$ cat config.mk
export PLATFORM = sky130hd
export DESIGN_NAME = exec_unit_param
export DESIGN_NICKNAME = d
export VERILOG_FILES = /design/src/rtl/exec_unit_param_pkg.sv /design/src/rtl/exec_unit_param_seq_mul.sv /design/src/rtl/exec_unit_param.sv
export SDC_FILE = /design/constraint.sdc
export NUM_CORES = 2
export LEC_CHECK = 0
export BUFFER_PORTS_ARGS = -buffer_cell sky130_fd_sc_hd__buf_2
export CORE_AREA = 3 3 267 269
export CTS_CLUSTER_SIZE = 30
export DETAILED_ROUTE_END_ITERATION = 7
export DIE_AREA = 0 0 270 272
export PLACE_DENSITY = 0.77
export RECOVER_POWER = 25
export REMOVE_ABC_BUFFERS = 1
export SKIP_CTS_REPAIR_TIMING = 1
export SLEW_MARGIN = 10
export SYNTH_ARGS = -nofsm -noshare
export SYNTH_HDL_FRONTEND = slang
export SYNTH_SLANG_ARGS = --single-unit
$ cat constraint.sdc
create_clock -name clk -period 7.66 [get_ports clk]
set_input_delay 1.532 -clock clk [delete_from_list [all_inputs] [get_ports clk]]
set_output_delay 1.532 -clock clk [all_outputs]
set_load 0.03 [all_outputs]
$ cat src/rtl/exec_unit_param_pkg.sv
// Shared definitions for the parameterised execution unit: instruction fields,
// opcodes, controller states and flag bit positions.
package exec_unit_param_pkg;

  localparam int IR_W     = 32;
  localparam int OPC_HI   = 31;
  localparam int OPC_LO   = 27;
  localparam int RDST_HI  = 26;
  localparam int RDST_LO  = 22;
  localparam int RSRC1_HI = 21;
  localparam int RSRC1_LO = 17;
  localparam int IMM_BIT  = 16;
  localparam int RSRC2_HI = 15;
  localparam int RSRC2_LO = 11;
  localparam int ISRC_HI  = 15;
  localparam int ISRC_LO  = 0;

  localparam logic [4:0] OP_MOVSGPR = 5'b00000;
  localparam logic [4:0] OP_MOV     = 5'b00001;
  localparam logic [4:0] OP_ADD     = 5'b00010;
  localparam logic [4:0] OP_SUB     = 5'b00011;
  localparam logic [4:0] OP_MUL     = 5'b00100;

  typedef enum logic {ST_IDLE, ST_MUL} state_e;

  localparam int FLAG_S = 3;
  localparam int FLAG_Z = 2;
  localparam int FLAG_C = 1;
  localparam int FLAG_V = 0;

  function automatic logic [3:0] pack_flags(input logic s, input logic z,
                                            input logic c, input logic v);
    logic [3:0] f;
    f         = '0;
    f[FLAG_S] = s;
    f[FLAG_Z] = z;
    f[FLAG_C] = c;
    f[FLAG_V] = v;
    return f;
  endfunction

endpackage

$ cat src/rtl/exec_unit_param_seq_mul.sv
// Unsigned shift-add multiplier retiring one multiplier bit per clock.
// done and product are combinational during the final step so the owner can
// latch the result on the same edge that completes the last partial sum.
module seq_mul #(
  parameter int DATA_W = 16
) (
  input  logic                  clk,
  input  logic                  rst,
  input  logic                  start,
  input  logic [DATA_W-1:0]     op_a,
  input  logic [DATA_W-1:0]     op_b,
  output logic                  busy,
  output logic                  done,
  output logic [2*DATA_W-1:0]   product
);

  localparam int CW = $clog2(DATA_W) + 1;
  localparam logic [CW-1:0] LAST = CW'(DATA_W - 1);

  logic [2*DATA_W-1:0] acc;
  logic [2*DATA_W-1:0] mcand;
  logic [DATA_W-1:0]   mplier;
  logic [CW-1:0]       cnt;

  assign product = mplier[0] ? (acc + mcand) : acc;
  assign done    = busy && (cnt == LAST);

  always_ff @(posedge clk) begin
    if (rst) begin
      acc    <= '0;
      mcand  <= '0;
      mplier <= '0;
      cnt    <= '0;
      busy   <= 1'b0;
    end else if (start && !busy) begin
      acc    <= '0;
      mcand  <= (2*DATA_W)'(op_a);
      mplier <= op_b;
      cnt    <= '0;
      busy   <= 1'b1;
    end else if (busy) begin
      acc    <= product;
      mcand  <= mcand << 1;
      mplier <= mplier >> 1;
      cnt    <= cnt + 1'b1;
      if (done) busy <= 1'b0;
    end
  end

endmodule

$ cat src/rtl/exec_unit_param.sv
// Single-issue execution unit: register file, add/sub/mov in one cycle and a
// multi-cycle unsigned multiply whose upper half lands in sgpr.
module exec_unit_param
  import exec_unit_param_pkg::*;
#(
  parameter int DATA_W  = 16,
  parameter int NUM_GPR = 32
) (
  input  logic              clk,
  input  logic              rst,
  input  logic              ir_valid,
  input  logic [IR_W-1:0]   ir,
  output logic              ir_ready,
  output logic              done,
  output logic              illegal,
  input  logic [4:0]        dbg_addr,
  output logic [DATA_W-1:0] dbg_data,
  output logic [DATA_W-1:0] sgpr,
  output logic [3:0]        flags
);

  localparam int AW = $clog2(NUM_GPR);
  localparam logic [5:0] GPR_LIMIT = 6'(NUM_GPR);

  logic [DATA_W-1:0] gpr [NUM_GPR];
  state_e            state;
  logic [4:0]        mul_rdst;

  logic [4:0]  opcode, rdst, rsrc1, rsrc2;
  logic        imm_mod, accept;
  logic [15:0] isrc;

  function automatic logic addr_ok(input logic [4:0] a);
    return {1'b0, a} < GPR_LIMIT;
  endfunction

  assign opcode  = ir[OPC_HI:OPC_LO];
  assign rdst    = ir[RDST_HI:RDST_LO];
  assign rsrc1   = ir[RSRC1_HI:RSRC1_LO];
  assign imm_mod = ir[IMM_BIT];
  assign rsrc2   = ir[RSRC2_HI:RSRC2_LO];
  assign isrc    = ir[ISRC_HI:ISRC_LO];

  logic mul_busy, mul_done;
  logic [2*DATA_W-1:0] mul_product;

  assign ir_ready = (state == ST_IDLE) && !mul_busy && !rst;
  assign accept   = ir_valid && ir_ready;

  // Out-of-range register addresses behave as a hardwired zero source.
  logic [DATA_W-1:0] op_a, reg_b, op_b;
  always_comb begin
    op_a     = '0;
    reg_b    = '0;
    dbg_data = '0;
    if (addr_ok(rsrc1))    op_a     = gpr[rsrc1[AW-1:0]];
    if (addr_ok(rsrc2))    reg_b    = gpr[rsrc2[AW-1:0]];
    if (addr_ok(dbg_addr)) dbg_data = gpr[dbg_addr[AW-1:0]];
  end

  assign op_b = imm_mod ? DATA_W'(isrc) : reg_b;

  logic [DATA_W:0] add_full, sub_full;
  logic            add_v, sub_v;
  assign add_full = {1'b0, op_a} + {1'b0, op_b};
  assign sub_full = {1'b0, op_a} - {1'b0, op_b};
  assign add_v = (op_a[DATA_W-1] == op_b[DATA_W-1]) &&
                 (add_full[DATA_W-1] != op_a[DATA_W-1]);
  assign sub_v = (op_a[DATA_W-1] != op_b[DATA_W-1]) &&
                 (sub_full[DATA_W-1] != op_a[DATA_W-1]);

  seq_mul #(.DATA_W(DATA_W)) u_mul (
    .clk     (clk),
    .rst     (rst),
    .start   (accept && (opcode == OP_MUL)),
    .op_a    (op_a),
    .op_b    (op_b),
    .busy    (mul_busy),
    .done    (mul_done),
    .product (mul_product)
  );

  // One shared write port: either the accepted single-cycle op or the multiply result.
  logic              wr_en;
  logic [4:0]        wr_addr;
  logic [DATA_W-1:0] wr_data;
  always_comb begin
    wr_en   = 1'b0;
    wr_addr = rdst;
    wr_data = op_b;
    if (state == ST_MUL) begin
      wr_en   = mul_done;
      wr_addr = mul_rdst;
      wr_data = mul_product[DATA_W-1:0];
    end else if (accept) begin
      case (opcode)
        OP_MOVSGPR: begin wr_en = 1'b1; wr_data = sgpr; end
        OP_MOV:     begin wr_en = 1'b1; wr_data = imm_mod ? op_b : op_a; end
        OP_ADD:     begin wr_en = 1'b1; wr_data = add_full[DATA_W-1:0]; end
        OP_SUB:     begin wr_en = 1'b1; wr_data = sub_full[DATA_W-1:0]; end
        default:    wr_en = 1'b0;
      endcase
    end
  end

  always_ff @(posedge clk) begin
    if (rst) begin
      for (int i = 0; i < NUM_GPR; i++) gpr[i] <= '0;
      sgpr     <= '0;
      flags    <= '0;
      state    <= ST_IDLE;
      done     <= 1'b0;
      illegal  <= 1'b0;
      mul_rdst <= '0;
    end else begin
      done    <= 1'b0;
      illegal <= 1'b0;
      if (wr_en && addr_ok(wr_addr)) gpr[wr_addr[AW-1:0]] <= wr_data;
      case (state)
        ST_IDLE: begin
          if (accept) begin
            case (opcode)
              OP_MOVSGPR, OP_MOV: done <= 1'b1;
              OP_ADD: begin
                done  <= 1'b1;
                flags <= pack_flags(add_full[DATA_W-1], add_full[DATA_W-1:0] == '0,
                                    add_full[DATA_W], add_v);
              end
              OP_SUB: begin
                done  <= 1'b1;
                flags <= pack_flags(sub_full[DATA_W-1], sub_full[DATA_W-1:0] == '0,
                                    sub_full[DATA_W], sub_v);
              end
              OP_MUL: begin
                mul_rdst <= rdst;
                state    <= ST_MUL;
              end
              default: begin
                done    <= 1'b1;
                illegal <= 1'b1;
              end
            endcase
          end
        end
        ST_MUL: begin
          if (mul_done) begin
            sgpr  <= mul_product[2*DATA_W-1:DATA_W];
            flags <= pack_flags(mul_product[2*DATA_W-1], mul_product == '0,
                                mul_product[2*DATA_W-1:DATA_W] != '0, 1'b0);
            done  <= 1'b1;
            state <= ST_IDLE;
          end
        end
        default: state <= ST_IDLE;
      endcase
    end
  end

endmodule

==> summary.md <==
| Metric | Value |
|---|---|
| Worst relative slew slack | `-1.45` |
| Async set-reset flop share out of synthesis | `0` |
| Synth top cells by count | `589 x nor2_1, 512 x edfxtp_1, 479 x mux4_2` |
| Crit-path slowest cell | `a211oi_1` |
| Starting DRC count in detailed routing | `5147` |
| Max Fclk | `about 150 MHz` |
| Setup TNS | `0 ns` |
| EDFF count, synth | `512` |
| Setup-failing EPs final | `0` |
| Outcome | `complete, but fails checks` |
| CTS H-Tree Depth | `3` |
| Delay-heaviest family, CP | `compound AO/OA/AOI/OAI gates` |
| Area leader, netlist | `edfxtp_1` |
| Worst Path Buf+Inv | `4` |
| Synth cell types | `88` |
| Filler cell count | `~5000` |
| Routed via count | `30700` |
| GRT Overall Usage | `0.378` |
| I/O pin count | `79` |
| Nets | `3226` |
| Die W | `270 um` |
| Largest family of logic cells by synthesized area | `multiplexers` |
| Power density cells | `205 nW/um^2` |
| Final Util | `0.632` |
| Clock latency on the worst-skew pair | `~0.64 ns` |
| WS Path Type | `in2reg` |
| Vias in the first global route | `31200` |
| DIE AREA | `73400 sq um` |
| Comb pwr share | `0.185` |
| Simple-Gate Fraction of Synth Area | `0.120` |
| CTS tree | `built` |
| Multi-input logic area | `20600 sq um` |
| WHS | `approximately 0.46 ns` |
| Clock power share | `0.383` |
| Num CTS Buffers | `69` |
| RSZ-0062 raised after global routing | `no` |
| FF/Latch Area | `~18000 sq um` |
| Worst path max stage delay | `between 0.6 and 0.7 ns` |
| Pint | `~6.4 mW` |
| ANT cells | `0` |
| DRC Markers | `0` |
| Leak | `15.3 nW` |
| Initial antenna violation count | `3` |
| Sequential cell area fraction in the yosys report | `0.443` |
| Total power | `8.90 mW` |
| Syn Area/Cell | `between 10 and 15 sq um` |
| GRT Residual Overflow | `0` |
| Final hold vios | `0` |
| Placer Congestion | `0.963` |
| Initial core utilization | `0.579` |
| Max-slew violation count | `510` |
| Failing checks | `capacitance limit, slew limit` |
| Largest cells by area after synthesis | `edfxtp_1 39%, mux4_2 27%, dfxtp_1 5.7%` |
| Most frequent cell after synthesis | `nor2_1` |
| Startpoint Class | `input port` |
| CTS sink cnt | `626` |
| Worst-path clk slew | `0.06 ns` |
| Clock Path Buffers | `3` |
| Compound-Gate Fraction of Synth Area | `0.0695` |
| Synth warn | `0` |
| Top-area cell type share of the netlist area | `0.386` |
| Post-route antenna net violation count | `0` |
| Crit-path max FO | `32` |
| Largest net degree at the start of global routing | `97` |
| Fin crit share | `0.900` |
| Measured slew at the worst slew-check pin | `~3.7 ns` |
| Post-detail-place hpwl | `90200 um` |
| Post-synthesis mux area share | `0.294` |
| Sw Share | `0.285` |
| Post-synthesis cell count | `3122` |
| Area growth syn-to-layout | `9.17%` |
| Yosys reg bits | `626` |
| Core Area | `68800 sq um` |
| Port Buffers | `roughly 80` |
| XOR/XNOR Fraction of Synth Area | `0.0112` |
| Global-route wire length before repair | `slightly above 200000 um` |
| Worst setup EP type | `flip-flop` |
| WL/cell | `33.8 um` |
| Critical Path AT | `a little over 7 ns` |
| Psw | `2.54 mW` |
| Post-Synthesis Cell Area | `approximately 40000 sq um` |
| Critical path data required time | `between 7 and 8 ns` |
| DIE HEIGHT | `272 um` |
| Vias per std cell | `roughly 7.5` |
| Synthesized-area fraction occupied by adder cells | `0.0222` |
| Clock root buffer | `clkbuf_16` |
| Min cycle time layout | `a little under 7 ns` |
| Flop pwr share | `0.432` |
| DR pass1 iterations | `6` |
| Layout cells sized above 1 | `0.269` |
| Max cap viols | `24` |
| Crit-path cells | `clkbuf_8 > buf_12 > mux4_2 > mux4_2 > a211oi_1 > nor2_1 > inv_2 > ha_1 > nand2b_1 > a2111o_1 > a311oi_1 > nor3_1 > a21oi_1 > xnor2_1 > a221oi_1 > a221oi_1 > a21oi_2 > buf_12 > nor2_1` |
| Max IR drop VDD | `roughly 0.18 mV` |
| Most common flop cell mapped by yosys | `edfxtp_1` |
| Routed WL | `between 100000 and 150000 um` |
| HP Class | `reg2reg` |
| Cell Rows | `96` |
| Final Skew | `0.0585 ns` |
-- cell families (layout without fill, tap and decap cells) --
group / Yosys count / after routing
fa+ha+maj: 69 / 69
xor+xnor: 51 / 51
compound gates: 388 / 388
buf+inv: 341 / 389
flops: 626 / 626
simple gates: 1080 / 1080
mux: 567 / 567
-- routing by layer --
layer,vias up,global-route usage,wire length [um]
li1,12200,-,-
met2,2831,0.569,61400
met3,748,0.149,22300
met5,-,0.00263,121
met1,15000,0.444,42500
met4,4,0.271,12300
-- worst register-to-register path, cell delays in order (launching register included) --
cell	delay (ns)
dfxtp_2	0.33
buf_4	0.54
nor3_1	0.22
nand2_1	0.18
or2_0	2.24
nand2b_1	2.10
a211oi_1	0.75
-- through the flow --
stage | instance area, sq um | std cells | setup slack (ns)
6_report | 43500 | 4101 | 0.767
5_1_grt | 43500 | 4101 | 0.545
4_1_cts | 43700 | 4101 | 0.996
3_5_place_dp | 41400 | 3977 | 0.361
3_3_place_gp | 41400 | 3977 | 0.414
2_1_floorplan | 38500 | 2829 | 1.36
-- state kept, by name, indices dropped and copies added (netlist names) --
name	count
u_mul.mplier	16
mul_rdst	5
u_mul.mcand	32
u_mul.acc	32
gpr	512
u_mul.cnt	5
done	1
sgpr	16
state	1
flags	4
illegal	1
u_mul.busy	1
-- path summary, 6_finish.rpt --
kind / to / start / depth (start not counted) / slack [ns]
hold / removal: mul_rdst[2] / mul_rdst[2] / 2 / 0.46
setup reg to reg: u_mul.acc[11] / state / 6 / 1.17
hold reg to reg: mul_rdst[2] / mul_rdst[2] / 2 / 0.46
setup / recovery: gpr[14][7] / ir[11] / 19 / 0.77
-- placed cells by master, fill, tap and decap left out, drive strengths merged, types with 21 or more instances in the layout --
cell,instances
nand2b,44
xnor2,39
edfxtp,512
dfxtp,114
mux4,479
nor2b,43
nor3,133
nand2,140
mux2i,49
inv,52
o21ai,56
a211oi,52
clkbuf,137
buf,164
a221oi,46
nand3,21
nor2,621
a21oi,98
ha,66
clkinv,26
mux2,39
-- power by group through the flow --
stage | clock, mW | combinational, mW | sequential, mW
4_1_cts | 3.40 | 1.59 | 3.84
3_3_place_gp | 0 | 1.56 | 3.89
6_report | 3.41 | 1.65 | 3.85
2_1_floorplan | 0 | 0.934 | 3.88
3_5_place_dp | 0 | 1.58 | 3.91
5_1_grt | 3.54 | 1.69 | 3.85
-- area by class of cell --
cell class | instances | area share
clock inverter | 40 | 0.00995
sequential | 626 | 0.406
inverter | 48 | 0.00414
timing repair buffer | 217 | 0.0374
clock buffer | 84 | 0.0422
multi-input combinational | 2155 | 0.474
tap | 931 | 0.0268
(Power assumes the default switching activity.)
